`src/rtl/gray_pkg.sv`:
```
// Shared definitions for the Gray step scheduler: FSM encoding, Gray sequence and stepping.
package gray_pkg;

  localparam int unsigned GRAY_W = 3;

  typedef enum logic [1:0] {
    ST_IDLE = 2'd0,
    ST_RUN  = 2'd1,
    ST_DONE = 2'd2
  } state_t;

  localparam logic [GRAY_W-1:0] GRAY_0 = 3'b000;
  localparam logic [GRAY_W-1:0] GRAY_1 = 3'b001;
  localparam logic [GRAY_W-1:0] GRAY_2 = 3'b011;
  localparam logic [GRAY_W-1:0] GRAY_3 = 3'b010;
  localparam logic [GRAY_W-1:0] GRAY_4 = 3'b110;
  localparam logic [GRAY_W-1:0] GRAY_5 = 3'b111;
  localparam logic [GRAY_W-1:0] GRAY_6 = 3'b101;
  localparam logic [GRAY_W-1:0] GRAY_7 = 3'b100;

  function automatic logic [GRAY_W-1:0] gray_next(input logic [GRAY_W-1:0] g);
    logic [GRAY_W-1:0] n;
    case (g)
      GRAY_0:  n = GRAY_1;
      GRAY_1:  n = GRAY_2;
      GRAY_2:  n = GRAY_3;
      GRAY_3:  n = GRAY_4;
      GRAY_4:  n = GRAY_5;
      GRAY_5:  n = GRAY_6;
      GRAY_6:  n = GRAY_7;
      default: n = GRAY_0;
    endcase
    return n;
  endfunction

endpackage

```
`src/rtl/gray_step_core.sv`:
```
// 3-bit Gray step counter with sticky wrap flag.
// Optional saturating wrap counter under GRAY_SCHED_WRAP_CNT_EN.
module gray_step_core
  import gray_pkg::*;
(
  input  logic              Clk,
  input  logic              Reset,
  input  logic              En,
  output logic [GRAY_W-1:0] Output,
  output logic              Overflow
`ifdef GRAY_SCHED_WRAP_CNT_EN
  ,
  output logic [7:0]        WrapCnt
`endif
);

  logic wrap_c;

  // A wrap is the enabled step out of the last code of the sequence.
  assign wrap_c = En && (Output == GRAY_7);

  always_ff @(posedge Clk) begin
    if (Reset) begin
      Output   <= GRAY_0;
      Overflow <= 1'b0;
    end else if (En) begin
      Output <= gray_next(Output);
      if (wrap_c) Overflow <= 1'b1;
    end
  end

`ifdef GRAY_SCHED_WRAP_CNT_EN
  always_ff @(posedge Clk) begin
    if (Reset) begin
      WrapCnt <= 8'd0;
    end else if (wrap_c && (WrapCnt != 8'hFF)) begin
      WrapCnt <= WrapCnt + 8'd1;
    end
  end
`endif

endmodule

```
`src/rtl/gray_sched.sv`:
```
// Round-robin scheduler granting bursts of Gray counter steps to NREQ requesters.
// Optional WrapCnt output under GRAY_SCHED_WRAP_CNT_EN.
module gray_sched
  import gray_pkg::*;
#(
  parameter int unsigned NREQ   = 2,
  parameter int unsigned STEP_W = 4
) (
  input  logic                   Clk,
  input  logic                   Reset,
  input  logic [NREQ-1:0]        Req,
  input  logic [NREQ*STEP_W-1:0] Steps,
  output logic [NREQ-1:0]        Grant,
  output logic [NREQ-1:0]        Done,
  output logic                   Busy,
  output logic [GRAY_W-1:0]      Output,
  output logic                   Overflow
`ifdef GRAY_SCHED_WRAP_CNT_EN
  ,
  output logic [7:0]             WrapCnt
`endif
);

  localparam int unsigned IDX_W = (NREQ > 1) ? $clog2(NREQ) : 1;

  state_t              state_q, state_d;
  logic [IDX_W-1:0]    owner_q, owner_d;
  logic [IDX_W-1:0]    last_q, last_d;
  logic [STEP_W-1:0]   remain_q, remain_d;
  logic [IDX_W-1:0]    cand;
  logic                found;
  logic [NREQ-1:0]     grant_d, done_d;
  logic                busy_d;
  logic                en_c;

  // State, burst bookkeeping and registered outputs.
  always_ff @(posedge Clk) begin
    if (Reset) begin
      state_q  <= ST_IDLE;
      owner_q  <= '0;
      last_q   <= IDX_W'(NREQ - 1);
      remain_q <= '0;
      Grant    <= '0;
      Done     <= '0;
      Busy     <= 1'b0;
    end else begin
      state_q  <= state_d;
      owner_q  <= owner_d;
      last_q   <= last_d;
      remain_q <= remain_d;
      Grant    <= grant_d;
      Done     <= done_d;
      Busy     <= busy_d;
    end
  end

  // Next state: round-robin pick in IDLE, step countdown in RUN.
  always_comb begin
    state_d  = state_q;
    owner_d  = owner_q;
    last_d   = last_q;
    remain_d = remain_q;
    cand     = '0;
    found    = 1'b0;
    case (state_q)
      ST_IDLE: begin
        if (|Req) begin
          for (int unsigned k = 1; k <= NREQ; k++) begin
            cand = IDX_W'((32'(last_q) + k) % NREQ);
            if (!found && Req[cand]) begin
              found   = 1'b1;
              owner_d = cand;
            end
          end
          remain_d = Steps[owner_d*STEP_W +: STEP_W];
          state_d  = (remain_d == '0) ? ST_DONE : ST_RUN;
        end
      end
      ST_RUN: begin
        remain_d = remain_q - STEP_W'(1);
        if (remain_q <= STEP_W'(1)) state_d = ST_DONE;
      end
      ST_DONE: begin
        last_d  = owner_q;
        state_d = ST_IDLE;
      end
      default: state_d = ST_IDLE;
    endcase
  end

  // Outputs are decoded from the next state so they land registered with it.
  always_comb begin
    grant_d = '0;
    done_d  = '0;
    busy_d  = 1'b0;
    en_c    = (state_q == ST_RUN);
    if (state_d != ST_IDLE) begin
      grant_d = NREQ'(1) << owner_d;
      busy_d  = 1'b1;
    end
    if (state_d == ST_DONE) done_d = NREQ'(1) << owner_d;
  end

  gray_step_core u_core (
    .Clk      (Clk),
    .Reset    (Reset),
    .En       (en_c),
    .Output   (Output),
    .Overflow (Overflow)
`ifdef GRAY_SCHED_WRAP_CNT_EN
    ,
    .WrapCnt  (WrapCnt)
`endif
  );

endmodule

```
`config.mk`:
```
export PLATFORM = sky130hd
export DESIGN_NAME = gray_sched
export DESIGN_NICKNAME = d
export VERILOG_FILES = /design/src/rtl/gray_pkg.sv /design/src/rtl/gray_step_core.sv /design/src/rtl/gray_sched.sv
export SDC_FILE = /design/constraint.sdc
export NUM_CORES = 1
export LEC_CHECK = 0
export ABC_AREA = 1
export ABC_CLOCK_PERIOD_IN_PS = 2700
export CAP_MARGIN = 0
export CORE_MARGIN = 1.5
export CORE_UTILIZATION = 35
export DETAILED_ROUTE_END_ITERATION = 8
export PLACE_DENSITY = 0.58
export SLEW_MARGIN = 20
export SYNTH_ARGS = -nofsm -noshare
export SYNTH_HDL_FRONTEND = slang
export SYNTH_SLANG_ARGS = --single-unit
export TNS_END_PERCENT = 5
```
`constraint.sdc`:
```
create_clock -name Clk -period 2.7 [get_ports Clk]
set_input_delay 0.54 -clock Clk [delete_from_list [all_inputs] [get_ports Clk]]
set_output_delay 0.54 -clock Clk [all_outputs]
set_load 0.005 [all_outputs]
```
# Yosys cells after proc, flatten, opt, wreduce, memory -nomap -nowiden
# Index checks and enable logic that the tools add are counted.
classes:
  mux: 21
  bitwise_logic: 2
  n_lt_le_gt_ge: 3
  eq_ne: 11
  addsub: 3
  n_shift: 2
  n_reduce_logical: 13
ops:
  columns: ["op", "n"]
  rows:
  - ["case mux 3 bit (7 select lines)", 1]
  - ["two-way mux 1 bit", 14]
  - ["equality test 3 bit (second input constant)", 4]
  - ["case mux 4 bit (2 select lines)", 1]
  - ["indexed part select 8 x 4 -> 4 bit", 1]
  - ["equality test 3 x 2 -> 1 bit (second input constant)", 2]
  - ["two-way mux 2 bit", 3]
  - ["OR reduction 2 bit", 3]
  - ["equality test 2 bit (second input constant)", 2]
  - ["less-or-equal comparator 4 x 1 -> 1 bit (second input constant)", 1]
  - ["zero test 4 bit", 1]
  - ["less-than comparator 1 x 2 -> 1 bit (second input constant)", 2]
  - ["two-way mux 4 bit", 1]
  - ["case mux 2 bit (2 select lines)", 1]
  - ["AND reduction 2 bit", 2]
  - ["nonzero test 2 bit", 2]
  - ["subtractor 4 x 1 -> 4 bit (second input constant)", 1]
  - ["equality test 3 x 1 -> 1 bit (second input constant)", 1]
  - ["zero test 3 bit", 1]
  - ["adder 1 bit (second input constant)", 2]
  - ["equality test 2 x 1 -> 1 bit (second input constant)", 1]
  - ["logical AND 1 bit", 2]
  - ["zero test 2 bit", 1]
  - ["!= test 2 bit (second input constant)", 1]
  - ["other kinds (3)", 4]
word_totals:
  out_inout_bits: 9
  register_bits: 17

# Logic depth before layout (Yosys ltp)
# Gate-level depths: netlist (run 1).
logic_depth:
  ltp_word: 19
  depth_mapped: 10
  depth_no_buf: 10

# Cells and area by module
# Synthesis (run 1) repeated with hierarchy kept, for this count alone.
hier_totals:
  cells_unflattened: 121
  hier_area_um2: 862.1
by_module_without_submodules:
  columns: ["module", "cells_per_inst", "area_each_um2", "n_inst"]
  rows:
  - ["gray_sched", 93, 670.6, 1]
  - ["gray_step_core", 28, 191.4, 1]

# Worst setup path after synthesis (run 1)
# No wires, ideal clock.
synth_timing:
  path_type: "input-to-reg"
  from: "input port Req[1]"
  to: "register Done[0]"
  path_slack_ps: 1373
  setup_ps: 64
  arrival_ps: 1263
  n_path_buf: 0
  required_time_ps: 2636
  cell_stages: 9
  path_cell_list: "o21ai_4 -> nand2_4 -> nand2_2 -> nand2_2 -> nor2_2 -> nand3_1 -> nand2_1 -> nand2_2 -> nor2_1"
synth_between:
  elab_chain_len: 18
  elab_cells_between_ends: 25
  cone_classes: "1 x eq/ne; 2 x shift; 16 x mux; 1 x bitwise; 5 x reduce/logical"
synth_rtl:
  columns: ["element", "line", "source"]
  rows:
  - ["start: declaration", "gray_sched.sv:11", "input logic [NREQ-1:0] Req,"]
  - ["two-way mux 1 bit (not written as such) (2 in series)", "gray_sched.sv:70", "if (!found && Req[cand]) begin"]
  - ["two-way mux 1 bit", "gray_sched.sv:70", null]
  - ["two-way mux 1 bit", "gray_sched.sv:67", "if (|Req) begin"]
  - ["two-way mux 1 bit", "gray_sched.sv:65", "case (state_q)"]
  - ["zero test 1 bit", "gray_sched.sv:70", null]
  - ["logical AND 1 bit", "gray_sched.sv:70", null]
  - ["two-way mux 1 bit", "gray_sched.sv:70", null]
  - ["two-way mux 1 bit", "gray_sched.sv:67", null]
  - ["two-way mux 1 bit", "gray_sched.sv:65", null]
  - ["indexed part select 8 x 4 -> 4 bit", "gray_sched.sv:75", "remain_d = Steps[owner_d*STEP_W +: STEP_W];"]
  - ["zero test 4 bit", "gray_sched.sv:76", "state_d = (remain_d == '0) ? ST_DONE : ST_RUN;"]
  - ["two-way mux 2 bit", "gray_sched.sv:76", null]
  - ["two-way mux 2 bit", "gray_sched.sv:67", null]
  - ["case mux 2 bit (2 select lines)", "gray_sched.sv:65", null]
  - ["equality test 2 bit", "gray_sched.sv:101", "if (state_d == ST_DONE) done_d = NREQ'(1) << owner_d;"]
  - ["inverter 1 bit (no line)", null, null]
  - ["OR reduction 2 bit (no line)", null, null]
  - ["end signal: assignment", "gray_sched.sv:52", "Done <= done_d;"]
  - ["end: declaration", "gray_sched.sv:14", "output logic [NREQ-1:0] Done,"]
# Parallel ways exist; a longest one is shown, timed or not. The select of a mux whose other input is x is not followed.
# A chain may end at the register's enable or synchronous reset.

# Worst setup path in the final report (run 1)
layout_timing:
  from: "register u_core.Output[0]"
  to: "output port Output[0]"
layout_lines:
  columns: ["element", "line", "source"]
  rows:
  - ["start: declaration", "gray_step_core.sv:9", "output logic [GRAY_W-1:0] Output,"]
  - ["start signal: assignment", "gray_step_core.sv:27", "Output <= gray_next(Output);"]
  - ["end: declaration", "gray_sched.sv:16", "output logic [GRAY_W-1:0] Output,"]
# No word-level cell between the ends.

==> results of run 1 <==
[cell usage in the layout, fill, tap and decap left out, types with 2 or more instances in the layout]
| master | instances |
|---|---|
| sky130_fd_sc_hd__ha_1 | 2 |
| sky130_fd_sc_hd__a31oi_1 | 4 |
| sky130_fd_sc_hd__a21oi_1 | 5 |
| sky130_fd_sc_hd__nand2_1 | 22 |
| sky130_fd_sc_hd__inv_2 | 2 |
| sky130_fd_sc_hd__nand2_2 | 6 |
| sky130_fd_sc_hd__dfxtp_1 | 17 |
| sky130_fd_sc_hd__nor2_2 | 2 |
| sky130_fd_sc_hd__nor3_1 | 3 |
| sky130_fd_sc_hd__nor2_4 | 2 |
| sky130_fd_sc_hd__nor2_1 | 10 |
| sky130_fd_sc_hd__inv_1 | 10 |
| sky130_fd_sc_hd__clkdlybuf4s50_1 | 20 |
| sky130_fd_sc_hd__clkbuf_4 | 3 |
| sky130_fd_sc_hd__o21ai_0 | 4 |
| sky130_fd_sc_hd__nand3_1 | 9 |
[logic make-up after synthesis]
kind of cell	Yosys count
AOI/OAI and AO/OA	17
adders and majority gates	2
DFF	17
buffers and inverters	13
and+or+nand+nor	58
xor gates and xnor gates	1
[registers in the layout (all words and copies together), names as in the netlist, named ones only]
| signal | cells |
|---|---|
| remain_q | 4 |
| Done | 2 |
| Grant | 2 |
| state_q | 2 |
| u_core.Output | 2 |
| Busy | 1 |
| last_q | 1 |
| owner_q | 1 |
| u_core.Overflow | 1 |
[through the flow]
stage / power [uW] / utilization [%] / worst slack (ns)
global placement: 608 / 47.3 / 0.767
detailed placement: 611 / 47.3 / 0.726
floorplan: 510 / - / 1.37
finish: 740 / 48.5 / 0.916
CTS: 752 / 48.5 / 0.904
global route: 807 / 48.5 / 0.833
[area by class of cell]
type / instances / share of cell area (%)
clock buffer: 3 / 2.10
multi-input combinational: 78 / 39.6
sequential: 17 / 31.7
tap: 28 / 3.26
timing repair buffer: 20 / 18.6
inverter: 12 / 4.20
clock inverter: 1 / 0.466
[power by group]
part	switching, uW	internal, uW
Sequential	36.8	296
Combinational	146	124
Clock	83.0	55.1
[final timing paths]
path	to	depth (start not counted)	slack (ns)
max	Output[0]	1	0.92
min	u_core.Overflow	2	0.49
max reg2reg	Done[0]	7	1.34
min reg2reg	u_core.Overflow	2	0.49
[routing by layer]
metal,up-vias,global-route usage [%]
li1,399,-
met1,335,21.3
met2,15,23.8
met3,2,3.22
met4,0,6.58
met5,-,0
==> impl_metrics.prom, run 1 <==
# TYPE chip_impl_metric gauge
chip_impl_info{name="status",value="finished clean"} 1
chip_impl_metric{name="setup_viol",unit=""} 0
chip_impl_info{name="synth_top_cells_by_count",value="sky130_fd_sc_hd__nand2_1 (22), sky130_fd_sc_hd__dfxtp_1 (17), sky130_fd_sc_hd__inv_1 (10), sky130_fd_sc_hd__nor2_1 (10), sky130_fd_sc_hd__nand3_1 (9)"} 1
chip_impl_metric{name="place_congestion",unit=""} 0.732
chip_impl_metric{name="cp_data_arrival_time",unit="ns"} 1.24
chip_impl_metric{name="critical-path-max-stage-delay",unit="ns"} 0.53
chip_impl_metric{name="clk_pin_slew_worst_paths",unit="ns"} 0.10
chip_impl_metric{name="finish.instance_area",unit="um^2"} 1070
chip_impl_metric{name="chipWidth",unit="um"} 51.2
chip_impl_metric{name="routed_wirelength",unit="um"} 1780
chip_impl_metric{name="period_share",unit="%"} 66.1
chip_impl_metric{name="wire_length_on_met1",unit="um"} 942
chip_impl_info{name="startpoint_type",value="register"} 1
chip_impl_metric{name="design.die.area",unit="um^2"} 2630
chip_impl_metric{name="wire_per_inst",unit="um"} 11.2
chip_impl_metric{name="wl_met3",unit="um"} 92
chip_impl_metric{name="post-synth-top-area-fraction",unit="%"} 41.8
chip_impl_metric{name="holdBufCountCts",unit=""} 0
chip_impl_metric{name="setup_tns",unit="ns"} 0
chip_impl_metric{name="synth_compound_gate_area_share",unit="%"} 13.4
chip_impl_metric{name="portBuffers",unit=""} 20
chip_impl_metric{name="worst_pin_slew",unit="ns"} 0.464
chip_impl_metric{name="met2_length",unit="um"} 731
chip_impl_info{name="post_synth_main_area_contributors",value="sky130_fd_sc_hd__dfxtp_1 (42%), sky130_fd_sc_hd__nand2_1 (10%), sky130_fd_sc_hd__nand3_1 (5.5%)"} 1
chip_impl_metric{name="drv_slew",unit=""} 0
chip_impl_metric{name="cts_htree_levels",unit=""} 1
chip_impl_info{name="synth_top_flop_cell",value="sky130_fd_sc_hd__dfxtp_1"} 1
chip_impl_metric{name="clock_latency",unit="ns"} 0.29
chip_impl_metric{name="core_region_area",unit="um^2"} 2210
chip_impl_metric{name="worst-path-buf-inv",unit=""} 1
chip_impl_metric{name="cellPowerDensity",unit="nW/um^2"} 689
chip_impl_metric{name="drv_cap",unit=""} 0
chip_impl_metric{name="synth_edf_count",unit=""} 0
chip_impl_metric{name="synth.yosys.warnings",unit=""} 0
chip_impl_info{name="slowest_stage",value="sky130_fd_sc_hd__clkdlybuf4s50_1"} 1
chip_impl_metric{name="syn_to_final_growth",unit="%"} 31.8
chip_impl_metric{name="cts_max_path_buffers",unit=""} 2
chip_impl_metric{name="hold_viol_final",unit=""} 0
chip_impl_metric{name="netlist_instances",unit=""} 108
chip_impl_metric{name="register_area",unit="um^2"} 340
chip_impl_info{name="top_sig_layer",value="met4"} 1
chip_impl_metric{name="multi_input_gate_area_in_the_final_layout",unit="um^2"} 425
chip_impl_metric{name="antenna_cells_inserted",unit=""} 0
chip_impl_metric{name="fp.dieH",unit="um"} 51.2
chip_impl_metric{name="syn_nets",unit=""} 122
chip_impl_info{name="main_combinational_cell_family_by_area_after_synthesis",value="simple AND/OR/NAND/NOR gates"} 1
chip_impl_metric{name="floorplan.initialDensity",unit="%"} 36.8
chip_impl_metric{name="yosys_register_bits",unit=""} 17
chip_impl_info{name="kind_of_cell_adding_the_most_delay_to_the_critical_path",value="buffers and inverters"} 1
chip_impl_metric{name="cp.required",unit="ns"} 2.16
chip_impl_metric{name="relSlewSlack",unit="%"} 69.0
chip_impl_metric{name="vdd_ir_drop_max",unit="mV"} 0.383
chip_impl_info{name="worst_setup_path_startpoint",value="u_core.Output[0]"} 1
chip_impl_info{name="r2r_start",value="remain_q[0]"} 1
chip_impl_info{name="clock_tree.root_cell",value="sky130_fd_sc_hd__clkbuf_4"} 1
chip_impl_metric{name="global_route.overflow_total",unit=""} 0
chip_impl_metric{name="numCtsBuffers",unit=""} 3
chip_impl_metric{name="fin_skew",unit="ns"} 0.00314
chip_impl_info{name="crit_chain",value="clkdlybuf4s50_1"} 1
chip_impl_metric{name="sequential_element_share_of_the_synthesized_area",unit="%"} 41.8
chip_impl_metric{name="antenna_violating_nets_post_route",unit=""} 0
chip_impl_info{name="most_repeated_cell_in_the_gate_level_netlist_after_synthesis",value="sky130_fd_sc_hd__nand2_1"} 1
chip_impl_metric{name="count_of_clock_tree_sinks",unit=""} 17
chip_impl_metric{name="track_usage",unit="%"} 15.6
chip_impl_metric{name="instances_no_fill",unit=""} 159
chip_impl_info{name="criticalPathCategory",value="reg -> out"} 1
chip_impl_metric{name="yosysUniqueCellTypes",unit=""} 24
chip_impl_metric{name="post_cts_resized",unit=""} 0
chip_impl_info{name="yosysTopAreaCell",value="sky130_fd_sc_hd__dfxtp_1"} 1
chip_impl_metric{name="critical_path_peak_fanout",unit=""} 6
chip_impl_metric{name="first_global_vias",unit=""} 736
chip_impl_metric{name="synth_xor_area_share",unit="%"} 1.08
chip_impl_metric{name="adder_cell_share_of_the_synthesized_area",unit="%"} 3.07
chip_impl_metric{name="syn_area",unit="um^2"} 815
chip_impl_metric{name="floorplan.io_pins",unit=""} 21
chip_impl_info{name="tritoncts",value="yes"} 1
chip_impl_metric{name="grt_first_pass_wirelength",unit="um"} 3110
chip_impl_metric{name="synthSimpleGateAreaFrac",unit="%"} 34.7
chip_impl_info{name="worst_setup_path_end_kind",value="output port"} 1
chip_impl_metric{name="async_flop_share",unit="%"} 0
chip_impl_metric{name="grt_max_degree",unit=""} 13
chip_impl_metric{name="final_layout_size_suffix_gt1_share",unit="%"} 15.3
chip_impl_metric{name="final_worst_hold_slack",unit="ns"} 0.488
chip_impl_metric{name="drcViolationCount",unit=""} 0
chip_impl_info{name="holdCritStartpoint",value="u_core.Overflow"} 1
chip_impl_info{name="hold_path.class",value="reg -> reg"} 1
chip_impl_metric{name="detailedPlacementHpwl",unit="um"} 1340
chip_impl_metric{name="layout.filler_cells",unit=""} 228
chip_impl_metric{name="nets",unit=""} 146
chip_impl_metric{name="std_cell_rows",unit=""} 17
chip_impl_info{name="grt_setup_unrepaired",value="no"} 1
chip_impl_metric{name="place_area",unit="um^2"} 1050
chip_impl_metric{name="drt_pre_antenna_iters",unit=""} 4
chip_impl_metric{name="leakage_power_total",unit="uW"} 0.000447
chip_impl_metric{name="grt_antenna_before_repair",unit=""} 0
chip_impl_metric{name="synth.area.mux_share",unit="%"} 0
chip_impl_metric{name="vias",unit=""} 751
chip_impl_metric{name="vias_per_cell",unit=""} 4.72
chip_impl_metric{name="synthesis.area_per_instance",unit="um^2"} 7.54
chip_impl_metric{name="post-cts-setup-buffer-count",unit=""} 0
chip_impl_metric{name="post-route-min-period",unit="ns"} 1.78
chip_impl_metric{name="detailedRoute.firstIterationViolations",unit=""} 9
chip_impl_metric{name="fmax",unit="GHz"} 0.561
chip_impl_metric{name="place_inst",unit=""} 155
Note: power is estimated with default switching activity, not from simulation.
==> inputs of run 2 (changes only) <==
ABC_CLOCK_PERIOD_IN_PS = 1650   (was 2700)
clock period = 1.65 ns   (was 2.7 ns; I/O delays follow)
==> run 2 against run 1 <==
Clock power is 70% higher. Highest routed layer unchanged. Core utilization is 2.0 points higher. Routed wire length is 0.79% higher. Via count is 2.5% higher. Critical endpoint unchanged. Critical path depth stayed put. Global-route usage is 0.10 points higher. Cell count is 3.8% higher. Register-to-register slack worse by 1.0 ns. Worst hold slack worse by 0.0012 ns.
==> impl_metrics.prom, run 2 (synthesis results as in run 1) <==
# TYPE chip_impl_metric gauge
chip_impl_metric{name="drv_slew",unit=""} 0
chip_impl_metric{name="design.die.area",unit="um^2"} 2630
chip_impl_metric{name="place_ws",unit="ns"} -0.0924
chip_impl_info{name="startpoint_type",value="register"} 1
chip_impl_metric{name="p_sw_share",unit="%"} 35.8
chip_impl_metric{name="largest_register_ff_count",unit=""} 4
chip_impl_metric{name="antenna_violating_nets_post_route",unit=""} 0
chip_impl_metric{name="worst_pin_slew",unit="ns"} 0.298
chip_impl_metric{name="detailedRoute.firstIterationViolations",unit=""} 15
chip_impl_info{name="status",value="finished clean"} 1
chip_impl_metric{name="wire_length_on_met1",unit="um"} 870
chip_impl_metric{name="count_of_clock_tree_sinks",unit=""} 17
chip_impl_metric{name="cts_max_path_buffers",unit=""} 2
chip_impl_metric{name="setup_viol",unit=""} 0
chip_impl_metric{name="detailedPlacementHpwl",unit="um"} 1380
chip_impl_metric{name="global_route.overflow_total",unit=""} 0
chip_impl_metric{name="multi_input_gate_area_in_the_final_layout",unit="um^2"} 425
chip_impl_metric{name="grt_first_pass_wirelength",unit="um"} 3080
chip_impl_metric{name="wire_per_inst",unit="um"} 10.9
chip_impl_info{name="criticalPathCategory",value="reg -> out"} 1
chip_impl_info{name="top_sig_layer",value="met4"} 1
chip_impl_metric{name="drt_pre_antenna_iters",unit=""} 4
chip_impl_metric{name="wl_met3",unit="um"} 85
chip_impl_info{name="layout_common_cells",value="sky130_fd_sc_hd__nand2_1 (22), sky130_fd_sc_hd__clkdlybuf4s50_1 (20), sky130_fd_sc_hd__dfxtp_1 (17), sky130_fd_sc_hd__inv_1 (10), sky130_fd_sc_hd__nor2_1 (10)"} 1
chip_impl_info{name="slowest_stage",value="sky130_fd_sc_hd__clkdlybuf4s50_1"} 1
chip_impl_metric{name="place_congestion",unit=""} 0.729
chip_impl_metric{name="final_layout_size_suffix_gt1_share",unit="%"} 19.0
chip_impl_metric{name="instances_no_fill",unit=""} 165
chip_impl_info{name="most_frequent_standard_cell_in_the_layout_excluding_fill_and_tap_cells",value="sky130_fd_sc_hd__nand2_1"} 1
chip_impl_metric{name="antenna_cells_inserted",unit=""} 0
chip_impl_metric{name="clk_pin_slew_worst_paths",unit="ns"} 0.10
chip_impl_metric{name="power.share.combinational",unit="%"} 37.6
chip_impl_metric{name="routed_wirelength",unit="um"} 1790
chip_impl_metric{name="layout.filler_cells",unit=""} 235
chip_impl_metric{name="fin_skew",unit="ns"} 0.000659
chip_impl_metric{name="floorplan.io_pins",unit=""} 21
chip_impl_metric{name="core_region_area",unit="um^2"} 2210
chip_impl_metric{name="vias",unit=""} 770
chip_impl_info{name="worst_setup_path_end_kind",value="output port"} 1
chip_impl_info{name="tritoncts",value="yes"} 1
chip_impl_info{name="grt_setup_unrepaired",value="no"} 1
chip_impl_metric{name="post_cts_resized",unit=""} 0
chip_impl_metric{name="clock_power_share",unit="%"} 18.8
chip_impl_metric{name="drcViolationCount",unit=""} 0
chip_impl_metric{name="post-cts-setup-buffer-count",unit=""} 0
chip_impl_metric{name="chipWidth",unit="um"} 51.2
chip_impl_info{name="largest-register",value="remain_q"} 1
chip_impl_metric{name="holdBufCountCts",unit=""} 0
chip_impl_metric{name="sequentialPowerShare",unit="%"} 43.6
chip_impl_metric{name="cp.required",unit="ns"} 1.32
chip_impl_metric{name="portBuffers",unit=""} 20
chip_impl_metric{name="track_usage",unit="%"} 15.7
chip_impl_metric{name="post-route-min-period",unit="ns"} 1.57
chip_impl_metric{name="vias_per_cell",unit=""} 4.67
chip_impl_metric{name="drv_cap",unit=""} 0
chip_impl_metric{name="cellPowerDensity",unit="nW/um^2"} 1120
chip_impl_metric{name="cp_data_arrival_time",unit="ns"} 1.24
chip_impl_metric{name="critical_path_peak_fanout",unit=""} 6
chip_impl_metric{name="place_inst",unit=""} 161
chip_impl_metric{name="fp.dieH",unit="um"} 51.2
chip_impl_metric{name="leakage_power_total",unit="uW"} 0.000476
chip_impl_metric{name="numCtsBuffers",unit=""} 3
chip_impl_metric{name="grt_antenna_before_repair",unit=""} 0
chip_impl_info{name="clock_tree.root_cell",value="sky130_fd_sc_hd__clkbuf_4"} 1
chip_impl_metric{name="syn_to_final_growth",unit="%"} 37.3
chip_impl_metric{name="final.setup.worst_slack",unit="ns"} 0.0800
chip_impl_metric{name="nets",unit=""} 152
chip_impl_metric{name="first_global_vias",unit=""} 761
chip_impl_metric{name="period_share",unit="%"} 95.2
chip_impl_metric{name="grt_max_degree",unit=""} 11
chip_impl_metric{name="hold_viol_final",unit=""} 0
chip_impl_metric{name="cts_htree_levels",unit=""} 1
chip_impl_info{name="hold_path.class",value="reg -> reg"} 1
chip_impl_metric{name="register_area",unit="um^2"} 340
chip_impl_metric{name="fmax",unit="GHz"} 0.637
chip_impl_metric{name="relSlewSlack",unit="%"} 80.1
chip_impl_metric{name="met2_length",unit="um"} 800
chip_impl_metric{name="clock_latency",unit="ns"} 0.30
chip_impl_metric{name="vdd_ir_drop_max",unit="mV"} 0.618
chip_impl_info{name="crit_chain",value="clkdlybuf4s50_1"} 1
chip_impl_metric{name="cell_internal_pwr",unit="uW"} 801
chip_impl_metric{name="std_cell_rows",unit=""} 17
chip_impl_info{name="kind_of_cell_adding_the_most_delay_to_the_critical_path",value="buffers and inverters"} 1
chip_impl_metric{name="fin_total_pwr",unit="uW"} 1250
chip_impl_metric{name="floorplan.initialDensity",unit="%"} 36.8
chip_impl_metric{name="p_sw",unit="uW"} 446
chip_impl_metric{name="critical-path-max-stage-delay",unit="ns"} 0.53
chip_impl_metric{name="worst-path-buf-inv",unit=""} 1
## run 2: cell types whose count changed in the layout (fill, tap and decap cells not counted), sizes merged
cell  delta
buf      +6
## run 2: worst paths after layout
kind | cells after the start | slack (ns) | startpoint | to
setup / recovery | 1 | 0.08 | u_core.Output[0] | Output[0]
hold / removal | 2 | 0.49 | u_core.Overflow | u_core.Overflow
setup reg to reg | 7 | 0.32 | remain_q[0] | Done[0]
hold reg to reg | 2 | 0.49 | u_core.Overflow | u_core.Overflow
## run 2: final cells by class
cell class | instances | share of cell area, %
Clock inverter | 1 | 0.447
Clock buffer | 3 | 2.01
Tap cell | 28 | 3.13
Timing Repair Buffer | 26 | 21.9
Inverter | 12 | 4.03
Sequential cell | 17 | 30.4
Multi-Input combinational cell | 78 | 38.0
## run 2: metrics by stage
stage,TNS (ns),util [%],hold WS [ns],area [um^2]
finish,0,50.6,0.487,1120
global route,0,50.6,0.506,1120
CTS,0,50.6,0.494,1120
detailed placement,-0.260,49.3,0.465,1090
global placement,-0.177,49.3,0.465,1090
floorplan,0,-,0.409,815
## run 2: metal layers
layer  GRT usage (%)  vias up
met2            26.2       17
met3            2.92        4
met5               0        -
met4            9.21        0
li1                -      410
met1            18.7      339
## run 2: power groups by stage
stage | combinational (uW) | clock (uW) | sequential [uW]
after floorplan | 287 | 0 | 547
after global placement | 474 | 0 | 550
after detailed placement | 474 | 0 | 554
after CTS | 476 | 244 | 546
after global routing | 532 | 263 | 557
final | 469 | 234 | 544
==> inputs of run 3 (changes only) <==
ABC_CLOCK_PERIOD_IN_PS = 1400   (was 1650)
PLACE_DENSITY = 0.6   (was 0.58)
clock period = 1.4 ns   (was 1.65 ns; I/O delays follow)
==> run 3 against run 2 <==
Power up 26%. Clock power is 12% higher. Sequential power grew 17%. Sequential cell count unchanged. Count of clock-buffer cells in the layout stayed put. Highest routed layer unchanged. Non-clock buffer count increased by 10. Critical endpoint is now Done[1]. Largest power group is now combinational logic. Sequential share of layout area down 2.0 points. Routed wire length increased by 13%. Core utilization rose by 5.3 points. Cell count rose by 6.1%. Via count rose by 7.5%. Die area did not move.
==> impl_metrics.prom, run 3 (synthesis results as in run 1) <==
# TYPE chip_impl_metric gauge
chip_impl_metric{name="fmax",unit="GHz"} 0.787
chip_impl_metric{name="place_inst",unit=""} 166
chip_impl_metric{name="worst-path-buf-inv",unit=""} 2
chip_impl_metric{name="setup_viol",unit=""} 0
chip_impl_metric{name="antenna_cells_inserted",unit=""} 0
chip_impl_metric{name="routed_wirelength",unit="um"} 2030
chip_impl_metric{name="cts_htree_levels",unit=""} 1
chip_impl_metric{name="detailedPlacementHpwl",unit="um"} 1480
chip_impl_info{name="most_frequent_standard_cell_in_the_layout_excluding_fill_and_tap_cells",value="sky130_fd_sc_hd__nand2_1"} 1
chip_impl_info{name="startpoint_type",value="register"} 1
chip_impl_metric{name="nets",unit=""} 162
chip_impl_info{name="tritoncts",value="yes"} 1
chip_impl_info{name="layout_common_cells",value="sky130_fd_sc_hd__nand2_1 (21), sky130_fd_sc_hd__buf_4 (15), sky130_fd_sc_hd__dfxtp_1 (10), sky130_fd_sc_hd__nor2_1 (10)"} 1
chip_impl_info{name="status",value="finished clean"} 1
chip_impl_metric{name="cell_internal_pwr",unit="uW"} 1020
chip_impl_metric{name="critical_path_peak_fanout",unit=""} 8
chip_impl_metric{name="grt_antenna_before_repair",unit=""} 0
chip_impl_metric{name="fin_skew",unit="ns"} 0.00326
chip_impl_metric{name="chipWidth",unit="um"} 51.2
chip_impl_metric{name="p_sw",unit="uW"} 549
chip_impl_metric{name="sequentialPowerShare",unit="%"} 40.7
chip_impl_metric{name="wire_per_inst",unit="um"} 11.6
chip_impl_metric{name="grt_use_met2",unit="%"} 27.3
chip_impl_metric{name="antenna_violating_nets_post_route",unit=""} 0
chip_impl_metric{name="leakage_power_total",unit="uW"} 0.000660
chip_impl_metric{name="vias_per_cell",unit=""} 4.73
chip_impl_metric{name="relSlewSlack",unit="%"} 79.4
chip_impl_metric{name="final.setup.worst_slack",unit="ns"} 0.129
chip_impl_metric{name="vdd_ir_drop_max",unit="mV"} 0.733
chip_impl_metric{name="post-route-min-period",unit="ns"} 1.27
chip_impl_metric{name="instances_no_fill",unit=""} 175
chip_impl_metric{name="place_area",unit="um^2"} 1140
chip_impl_metric{name="grt_max_degree",unit=""} 11
chip_impl_metric{name="cts_max_path_buffers",unit=""} 2
chip_impl_metric{name="first_global_vias",unit=""} 793
chip_impl_metric{name="floorplan.initialDensity",unit="%"} 36.8
chip_impl_info{name="grt_setup_unrepaired",value="yes"} 1
chip_impl_metric{name="drv_cap",unit=""} 0
chip_impl_metric{name="numCtsBuffers",unit=""} 3
chip_impl_metric{name="finish.instance_area",unit="um^2"} 1240
chip_impl_metric{name="power.share.combinational",unit="%"} 42.5
chip_impl_metric{name="design.die.area",unit="um^2"} 2630
chip_impl_metric{name="count_of_clock_tree_sinks",unit=""} 17
chip_impl_metric{name="clock_power_share",unit="%"} 16.8
chip_impl_info{name="slowest_stage",value="sky130_fd_sc_hd__dfxtp_2"} 1
chip_impl_metric{name="detailedRoute.firstIterationViolations",unit=""} 12
chip_impl_metric{name="largest_register_ff_count",unit=""} 4
chip_impl_metric{name="p_sw_share",unit="%"} 35.1
chip_impl_metric{name="register_area",unit="um^2"} 352
chip_impl_metric{name="routing_usage_on_met1",unit="%"} 20.4
chip_impl_info{name="largest-register",value="remain_q"} 1
chip_impl_metric{name="portBuffers",unit=""} 20
chip_impl_info{name="clock_tree.root_cell",value="sky130_fd_sc_hd__clkbuf_4"} 1
chip_impl_metric{name="track_usage",unit="%"} 16.8
chip_impl_metric{name="hold_viol_final",unit=""} 0
chip_impl_metric{name="fin_total_pwr",unit="uW"} 1570
chip_impl_metric{name="period_share",unit="%"} 90.8
chip_impl_metric{name="floorplan.io_pins",unit=""} 21
chip_impl_info{name="most_frequent_cell_on_critical_path",value="sky130_fd_sc_hd__inv_2"} 1
chip_impl_metric{name="std_cell_rows",unit=""} 17
chip_impl_metric{name="fp.dieH",unit="um"} 51.2
chip_impl_metric{name="worst_pin_slew",unit="ns"} 0.305
chip_impl_metric{name="cellPowerDensity",unit="nW/um^2"} 1270
chip_impl_info{name="kind_of_cell_adding_the_most_delay_to_the_critical_path",value="simple AND/OR/NAND/NOR gates"} 1
chip_impl_metric{name="final_layout_size_suffix_gt1_share",unit="%"} 30.6
chip_impl_metric{name="drv_slew",unit=""} 0
chip_impl_metric{name="drt_pre_antenna_iters",unit=""} 4
chip_impl_info{name="crit_chain",value="inv_2 > nor2_4 > inv_2 > or2_0 > nand2_1 > nand2_2 > nor2_1"} 1
chip_impl_metric{name="syn_to_final_growth",unit="%"} 51.8
chip_impl_metric{name="place_congestion",unit=""} 0.775
chip_impl_metric{name="clk_pin_slew_worst_paths",unit="ns"} 0.10
chip_impl_metric{name="cp.required",unit="ns"} 1.63
chip_impl_metric{name="core_region_area",unit="um^2"} 2210
chip_impl_metric{name="place_ws",unit="ns"} -0.303
chip_impl_info{name="most_utilized_layer_in_the_global_route_result",value="met2"} 1
chip_impl_metric{name="global_route.overflow_total",unit=""} 0
chip_impl_info{name="criticalPathCategory",value="reg -> reg"} 1
chip_impl_metric{name="critical-path-max-stage-delay",unit="ns"} 0.38
chip_impl_metric{name="cp_data_arrival_time",unit="ns"} 1.50
chip_impl_metric{name="clock_latency",unit="ns"} 0.29
chip_impl_metric{name="use_met3",unit="%"} 4.39
chip_impl_info{name="worst_setup_path_end_kind",value="register"} 1
chip_impl_metric{name="vias",unit=""} 828
chip_impl_metric{name="grt_first_pass_wirelength",unit="um"} 3300
chip_impl_metric{name="multi_input_gate_area_in_the_final_layout",unit="um^2"} 428
chip_impl_metric{name="drcViolationCount",unit=""} 0
chip_impl_metric{name="layout.filler_cells",unit=""} 222
chip_impl_info{name="hold_path.class",value="reg -> reg"} 1
[run 3: per-layer routing]
layer | wire length (um) | up-vias
met5 | 0 | -
li1 | - | 430
met1 | 945 | 379
met4 | 17 | 0
met2 | 959 | 17
met3 | 103 | 2
[run 3: tightest hold or removal path, cell delays in order, from the launching register on]
cell and delay, ns:
sky130_fd_sc_hd__dfxtp_2 0.33, sky130_fd_sc_hd__a21oi_1 0.04, sky130_fd_sc_hd__nor2_1 0.08
[run 3: power groups by stage]
stage	logic [uW]	registers, uW	clock network (uW)
floorplan	338	645	0
finish	666	638	263
global placement	620	649	0
global route	741	650	286
detailed placement	632	652	0
CTS	660	635	273
[run 3: final timing paths]
kind	depth (start not counted)	end	startpoint	slack [ns]
max	7	Done[1]	state_q[0]	0.13
min	2	u_core.Overflow	u_core.Overflow	0.49
max reg2reg	7	Done[1]	state_q[0]	0.13
min reg2reg	2	u_core.Overflow	u_core.Overflow	0.49
[run 3: area by class of cell]
class	instances	share of cell area [%]
sequential	17	28.4
clock inverter	1	0.405
multi-input combinational	78	34.6
clock buffer	3	1.82
inverter	12	3.64
timing repair buffer	36	28.2
tap	28	2.83
[run 3: stage by stage]
step	TNS, ns	util [%]	hold slack, ns
after floorplan	0	-	0.359
after global placement	-2.18	51.6	0.464
after detailed placement	-2.47	51.6	0.458
after CTS	-0.0128	54.0	0.480
after global routing	-0.0192	55.9	0.514
final	0	55.9	0.487
[run 3: what timing repair did]
action,in CTS,in global routing
resized for setup,8,14
setup buffers,3,2
endpoints found under the setup margin,5,11
pin swaps,0,5
hold buffers,0,0
